==> config.mk <==
export PLATFORM = sky130hd
export DESIGN_NAME = sd_cmd_sequencer
export DESIGN_NICKNAME = d
export VERILOG_FILES = /design/src/rtl/sd_cmd_pkg.sv /design/src/rtl/sd_crc_7.sv /design/src/rtl/sd_cmd_sequencer.sv
export SDC_FILE = /design/constraint.sdc
export NUM_CORES = 1
export LEC_CHECK = 0
export ABC_CLOCK_PERIOD_IN_PS = 3350
export CORE_ASPECT_RATIO = 1.5
export CORE_MARGIN = 2
export CORE_UTILIZATION = 30
export DETAILED_ROUTE_END_ITERATION = 6
export GPL_ROUTABILITY_DRIVEN = 0
export GPL_TIMING_DRIVEN = 0
export SYNTH_ARGS = -nofsm -noshare
export SYNTH_HDL_FRONTEND = slang
export SYNTH_SLANG_ARGS = --single-unit
export TNS_END_PERCENT = 50
==> constraint.sdc <==
create_clock -name sd_clk -period 3.35 [get_ports sd_clk]
set_input_delay 0.67 -clock sd_clk [delete_from_list [all_inputs] [get_ports sd_clk]]
set_output_delay 0.67 -clock sd_clk [all_outputs]
set_load 0.02 [all_outputs]
==> src/rtl/sd_cmd_pkg.sv <==
// Shared types and constants for the SD command-line sequencer.
// Holds FSM state encoding, response-type codes, frame lengths and the CRC7 step.
package sd_cmd_pkg;

    typedef enum logic [2:0] {
        IDLE,
        SEND,
        WAIT_RESP,
        RECV,
        NWAIT_ST,
        DONE
    } state_t;

    localparam logic [1:0] RESP_NONE   = 2'b00;
    localparam logic [1:0] RESP_48     = 2'b01;
    localparam logic [1:0] RESP_136    = 2'b10;
    localparam logic [1:0] RESP_48_ALT = 2'b11;

    localparam int FRAME_LEN_48  = 48;
    localparam int FRAME_LEN_136 = 136;

    // x^7 + x^3 + 1, x^7 implied by the shift
    localparam logic [6:0] CRC7_POLY = 7'h09;
    localparam logic [5:0] R3_INDEX  = 6'h3F;

    function automatic logic [6:0] crc7_step(input logic [6:0] crc, input logic din);
        logic fb;
        fb = crc[6] ^ din;
        return {crc[5:0], 1'b0} ^ (fb ? CRC7_POLY : 7'h00);
    endfunction

endpackage

==> src/rtl/sd_crc_7.sv <==
// Serial CRC7 register shared by the transmit and receive paths.
// A clear arriving together with an enable folds the first bit into a zero seed.
module sd_crc_7
    import sd_cmd_pkg::*;
(
    input  logic       sd_clk,
    input  logic       rst_n,
    input  logic       clr,
    input  logic       en,
    input  logic       din,
    output logic [6:0] crc
);

    always_ff @(posedge sd_clk or negedge rst_n) begin
        if (!rst_n) begin
            crc <= 7'h00;
        end else if (en) begin
            crc <= crc7_step(clr ? 7'h00 : crc, din);
        end else if (clr) begin
            crc <= 7'h00;
        end
    end

endmodule

==> src/rtl/sd_cmd_sequencer.sv <==
// SD CMD-line sequencer: sends a 48-bit command frame, optionally receives a 48/136-bit response.
// Define SD_CMD_RESP_CRC_CHECK_EN to compile in response CRC checking (crc_err otherwise tied 0).
module sd_cmd_sequencer
    import sd_cmd_pkg::*;
#(
    parameter int RESP_TIMEOUT = 64,
    parameter int NWAIT        = 8
) (
    input  logic         sd_clk,
    input  logic         rst_n,
    input  logic         start,
    input  logic [5:0]   cmd_index,
    input  logic [31:0]  cmd_arg,
    input  logic [1:0]   resp_type,
    input  logic         cmd_in,
    output logic         cmd_out,
    output logic         cmd_oe,
    output logic         busy,
    output logic         done,
    output logic         timeout_err,
    output logic         crc_err,
    output logic [127:0] resp,
    output logic [5:0]   resp_index
);

    state_t        state;
    logic [15:0]   cnt;
    logic [38:0]   tx_shift;     // frame bits 1..39, bit 1 at the top
    logic          no_resp;
    logic          long_resp;
    logic [132:0]  rx_shift;
    logic [133:0]  rx_word;
    logic [15:0]   rx_last;
    logic          crc_clr;
    logic          crc_en;
    logic          crc_din;
    logic [6:0]    crc;

    assign rx_word = {rx_shift, cmd_in};
    assign rx_last = long_resp ? 16'(FRAME_LEN_136 - 2) : 16'(FRAME_LEN_48 - 2);

`ifdef SD_CMD_RESP_CRC_CHECK_EN
    logic        crc_err_q;
    logic        rx_crc_bad;
    logic [15:0] rx_crc_first;
    logic [15:0] rx_crc_last;

    // Receive CRC spans bits[47:8] or [127:8]; the leading zero start bit leaves a zero CRC unchanged
    assign rx_crc_first = long_resp ? 16'd7 : 16'd0;
    assign rx_crc_last  = long_resp ? 16'd126 : 16'd38;
    assign crc_err      = crc_err_q;

    always_comb begin
        rx_crc_bad = 1'b0;
        if (!rx_word[0]) begin
            rx_crc_bad = 1'b1;
        end else if (long_resp || rx_word[45:40] != R3_INDEX) begin
            rx_crc_bad = (rx_word[7:1] != crc);
        end
    end
`else
    assign crc_err = 1'b0;
`endif

    // NOTE: every variable gets a default before the branches, so no latch is inferred.
    always_comb begin
        crc_en  = 1'b0;
        crc_din = 1'b0;
        // TX feeds each bit one cycle ahead so the CRC is ready when bit 40 goes out
        if (state == SEND && cnt <= 16'd38) begin
            crc_en  = 1'b1;
            crc_din = tx_shift[38];
        end
`ifdef SD_CMD_RESP_CRC_CHECK_EN
        else if (state == RECV && cnt >= rx_crc_first && cnt <= rx_crc_last) begin
            crc_en  = 1'b1;
            crc_din = cmd_in;
        end
`endif
    end

    sd_crc_7 u_crc (
        .sd_clk (sd_clk),
        .rst_n  (rst_n),
        .clr    (crc_clr),
        .en     (crc_en),
        .din    (crc_din),
        .crc    (crc)
    );

    // NOTE: sequential state uses non-blocking assignments so all registers update together.
    always_ff @(posedge sd_clk or negedge rst_n) begin
        if (!rst_n) begin
            state       <= IDLE;
            cnt         <= '0;
            tx_shift    <= '0;
            no_resp     <= 1'b0;
            long_resp   <= 1'b0;
            rx_shift    <= '0;
            crc_clr     <= 1'b0;
            cmd_out     <= 1'b1;
            cmd_oe      <= 1'b0;
            busy        <= 1'b0;
            done        <= 1'b0;
            timeout_err <= 1'b0;
            resp        <= '0;
            resp_index  <= '0;
`ifdef SD_CMD_RESP_CRC_CHECK_EN
            crc_err_q   <= 1'b0;
`endif
        end else begin
            done    <= 1'b0;
            crc_clr <= 1'b0;
            case (state)
                IDLE: begin
                    if (start) begin
                        tx_shift    <= {1'b1, cmd_index, cmd_arg};
                        no_resp     <= (resp_type == RESP_NONE);
                        long_resp   <= (resp_type == RESP_136);
                        timeout_err <= 1'b0;
`ifdef SD_CMD_RESP_CRC_CHECK_EN
                        crc_err_q   <= 1'b0;
`endif
                        cmd_out     <= 1'b0;
                        cmd_oe      <= 1'b1;
                        busy        <= 1'b1;
                        cnt         <= '0;
                        crc_clr     <= 1'b1;
                        state       <= SEND;
                    end
                end
                SEND: begin
                    if (cnt == 16'(FRAME_LEN_48 - 1)) begin
                        cmd_out <= 1'b1;
                        cmd_oe  <= 1'b0;
                        cnt     <= '0;
                        state   <= no_resp ? NWAIT_ST : WAIT_RESP;
                    end else begin
                        cnt <= cnt + 16'd1;
                        if (cnt == 16'd39) begin
                            // Reload with CRC bits and the end bit; the shift continues without a stall
                            tx_shift <= {crc[5:0], 1'b1, 32'h0};
                            cmd_out  <= crc[6];
                        end else begin
                            tx_shift <= {tx_shift[37:0], 1'b0};
                            cmd_out  <= tx_shift[38];
                        end
                    end
                end
                WAIT_RESP: begin
                    if (!cmd_in) begin
                        cnt   <= '0;
                        state <= RECV;
`ifdef SD_CMD_RESP_CRC_CHECK_EN
                        crc_clr <= 1'b1;
`endif
                    end else if (cnt == 16'(RESP_TIMEOUT - 1)) begin
                        timeout_err <= 1'b1;
                        cnt         <= '0;
                        state       <= NWAIT_ST;
                    end else begin
                        cnt <= cnt + 16'd1;
                    end
                end
                RECV: begin
                    rx_shift <= rx_word[132:0];
                    if (cnt == rx_last) begin
                        if (long_resp) begin
                            resp_index <= rx_word[133:128];
                            resp       <= rx_word[127:0];
                        end else begin
                            resp_index <= rx_word[45:40];
                            resp       <= {rx_word[39:8], 96'h0};
                        end
`ifdef SD_CMD_RESP_CRC_CHECK_EN
                        crc_err_q <= rx_crc_bad;
`endif
                        cnt   <= '0;
                        state <= NWAIT_ST;
                    end else begin
                        cnt <= cnt + 16'd1;
                    end
                end
                NWAIT_ST: begin
                    if (cnt == 16'(NWAIT - 1)) begin
                        cnt   <= '0;
                        done  <= 1'b1;
                        state <= DONE;
                    end else begin
                        cnt <= cnt + 16'd1;
                    end
                end
                DONE: begin
                    busy  <= 1'b0;
                    state <= IDLE;
                end
                default: state <= IDLE;
            endcase
        end
    end

endmodule

==> flow_metrics.py <==
metrics = {
    "clock_network": {
        "cts_htree_levels": 2,
        "hold_buffers": 0,
        "tritoncts": "yes",
        "cts-root-buf": "clkbuf_16",
        "cts-buffers-inserted": 35,
        "cts_sinks": 340,
        "clkTransAtPathRegs_ps": 60,
        "clk_latency_ps": 530,
        "clockBufferDepth": 3,
    },
    "job": {
        "drv_cap": 0,
    },
    "sta": {
        "fin_crit_ps": 3080,
        "worst_slew_pin_slew_ps": 979,
        "max_freq_mhz": 324,
        "whs_ps": 188,
        "finalMaxSlewViolations": 0,
        "hold_viol": 0,
        "post-route-period-util": 0.921,
        "rsz0062_at_grt": "no",
        "fin_worst_skew_ps": 18.1,
        "finalSetupViolations": 0,
        "slew_headroom": 0.341,
        "fin_ws_ps": 265,
    },
    "setup_path": {
        "critPathCaptureType": "register",
        "cp.required_ps": 3750,
        "arrival_ps": 3490,
        "crit_path_max_fanout": 10,
        "worstSetupPathType": "register to register",
        "crit_path_start_kind": "register",
    },
    "placed_design": {
        "place_ws_ps": -148,
        "portBuffers": 182,
        "dp_hpwl_um": 26600,
    },
    "routing": {
        "drt-total-wl_um": 37300,
        "vias_per_cell": 4.69,
        "dr.pass1.iters": 5,
        "post_drt_wl_per_cell_um": 15.8,
        "first_iter_violations": 630,
        "routed-via-count": 11100,
        "drc_errors": 0,
        "ant_nets": 0,
    },
    "power_and_ir_drop": {
        "clockPowerShare": 0.344,
        "power_density_nw_per_um2": 660,
        "netSwitchingFraction": 0.329,
        "internal_power_mw": 7.94,
        "p_seq_frac": 0.397,
        "pwr-share-comb": 0.259,
        "p_switching_mw": 3.90,
        "p_leak_nw": 8.82,
        "peakVddDrop_v": 0.000621,
    },
    "grt": {
        "grt_pass1_vias": 11300,
        "grt_pass1_wl_um": 60100,
        "grt_overflow": 0,
        "grt_antenna_before_repair": 0,
        "grt_max_degree": 111,
        "grt_usage": 0.152,
    },
    "synth": {
        "yosys_warnings": 0,
        "netlist_instances": 1527,
        "ys.flop_type": "dfrtp_1",
        "syn-cell-area_um2": 14100,
        "ys_seq_elements": 340,
        "synth_top_cell_by_area": "dfrtp_1",
        "synthTopCellsByArea": "dfrtp_1, nand2_1, nand3_1, mux2i_1, o21ai_0",
        "synth_edf_count": 0,
        "synth_nets": 1573,
        "postSynth.asyncResetShare": 1.00,
        "synth-seq-area-share": 0.605,
        "syn_avg_cell_area_um2": 9.22,
        "synth_top_area_frac": 0.603,
        "yosysUniqueCellTypes": 53,
    },
    "floorplan": {
        "start_util": 0.303,
        "dieArea_um2": 48700,
        "dieHeight_um": 269,
        "fp.dieW_um": 181,
        "core_area_um2": 46500,
        "ios": 184,
        "std_cell_rows": 97,
    },
    "finish": {
        "post_route_cells_drive_above_1_share": 0.0582,
        "insertedDiodeCount": 0,
        "synthToLayoutAreaGrowth_pct": 27.5,
        "nets": 1794,
    },
    "outcome": {
        "outcome": "complete, no violations",
    },
    "hold_path": {
        "min_path_type": "input pin to async pin",
    },
}
[synthesized netlist by cell type, types with 2 or more instances]
cell         n
o21ai_1     20
or4b_2       2
a21oi_1      3
a22oi_1     31
and3_1       2
o2111ai_1    2
inv_1        9
nor4_1       3
o22ai_1      2
nor3b_1      2
nor3_1       5
o311ai_0     2
nand2b_1     2
ha_1         2
nand4_1      8
nand3_1    104
buf_1        9
and4_1       2
a221o_1      5
a31oi_1      2
or3_1        2
mux2i_1     49
o21ai_0     58
nor2_1      28
nor4_2       2
dfrtp_1    339
buf_2       16
or4_1        3
xor2_1       9
buf_4        2
nor2_2      10
a22o_1       2
nor4bb_1     4
clkbuf_1    74
a21o_1       2
nand2_1    687
xnor2_1      6
mux2_2       2
[cell families (layout without fill, tap and decap cells)]
family          after synthesis  after routing  share of synthesized area
other cells                   1              1                   0.000266
buf+inv                     111            355                     0.0324
xor+xnor                     15             15                    0.00933
simple gates                871            871                      0.255
fa+ha+maj                     2              2                    0.00178
compound gates              136            136                     0.0604
flops                       340            340                      0.605
mux                          51             51                     0.0364
[power by group through the flow]
stage / clock [mW] / sequential, mW / combinational, mW
CTS: 4.22 / 4.70 / 3.11
finish: 4.07 / 4.70 / 3.06
global route: 4.34 / 4.74 / 3.45
detailed placement: 0 / 4.77 / 3.10
floorplan: 0 / 4.72 / 2.17
global placement: 0 / 4.77 / 3.00
[registers in the layout, summed over array words and instances, names as in the netlist]
| name | cells |
|---|---|
| rx_shift | 133 |
| resp | 128 |
| tx_shift | 39 |
| cnt | 16 |
| u_crc.crc | 7 |
| resp_index | 6 |
| state | 3 |
| busy | 1 |
| cmd_oe | 1 |
| cmd_out | 1 |
| crc_clr | 1 |
| done | 1 |
| long_resp | 1 |
| no_resp | 1 |
| timeout_err | 1 |
[final timing paths]
check / cells past startpoint / slack (ps) / end / start
max: 8 / 270 / resp[58]$_DFFE_PN0P_ / state[2]$_DFFE_PN0P_
min: 1 / 190 / resp[93]$_DFFE_PN0P_ / rst_n
max reg2reg: 8 / 270 / resp[58]$_DFFE_PN0P_ / state[2]$_DFFE_PN0P_
min reg2reg: 2 / 470 / resp[31]$_DFFE_PN0P_ / resp[31]$_DFFE_PN0P_
max in group asynchronous: 3 / 1810 / cnt[10]$_DFFE_PN0P_ / rst_n
min in group sd_clk: 2 / 470 / resp[31]$_DFFE_PN0P_ / resp[31]$_DFFE_PN0P_
[repair_timing]
item / CTS / global route
cloned: 0 / 0
resized for setup: 2 / 1
buffers inserted: 0 / 0
setup endpoints to repair: 54 / 25
[layout make-up]
type / instances / area, um2
inverters: 9 / 33.8
fillers: 4627 / 28500
clock inverters: 12 / 160
repair buffers: 185 / 1910
flip-flops and latches: 340 / 8510
well taps: 594 / 743
multi-input cells: 1076 / 5120
plain buffers: 101 / 418
clock buffers: 48 / 1050
[through the flow]
| stage | utilization | TNS, ps | cell area (um2) | total power, mW | cells |
|---|---|---|---|---|---|
| floorplan | - | 0 | 14100 | 6.90 | 1527 |
| global placement | 0.358 | -4495840 | 16600 | 7.77 | 2303 |
| detailed placement | 0.360 | -3650 | 16700 | 7.87 | 2306 |
| CTS | 0.386 | 0 | 17900 | 12.0 | 2366 |
| global route | 0.386 | 0 | 17900 | 12.5 | 2365 |
| finish | 0.386 | 0 | 17900 | 11.8 | 2365 |
[layer usage]
metal,vias to the layer above,GRT usage,part of all wire
met5,-,0,0
met4,0,0.0497,0.028
met3,60,0.0378,0.057
met2,234,0.274,0.51
met1,5389,0.175,0.41
li1,5412,-,-
[cell usage in the layout, fill, tap and decap left out, types with 3 or more instances in the layout]
cell type        Yosys  routed
o21ai_1             20      20
clkdlybuf4s50_1      0     181
or4_1                3       3
nor4bb_1             4       4
a21oi_1              3       3
xnor2_1              6       6
mux2i_1             49      49
a221o_1              5       5
a22oi_1             31      31
nand4_1              8       8
dfrtp_1            339     339
nor2_2              10      10
clkbuf_1            74      75
clkbuf_16            0      36
o21ai_0             58      58
inv_1                9       9
bufinv_16            0       3
clkinv_2             0       4
nand2_1            687     687
xor2_1               9       9
nor4_1               3       3
buf_2               16      16
clkbuf_8             0      10
buf_16               0       3
nand3_1            104     103
nor3_1               5       5
nor2_1              28      27
buf_1                9       9
[worst max-delay path, stage by stage (launching register included)]
cell,delay (ps)
dfrtp_1,360
clkbuf_1,200
inv_1,230
nand3_2,360
or4_1,910
buf_2,370
clkbuf_1,310
nand2_1,140
nand2_1,60
No activity file was read; power rests on OpenSTA's default activity.
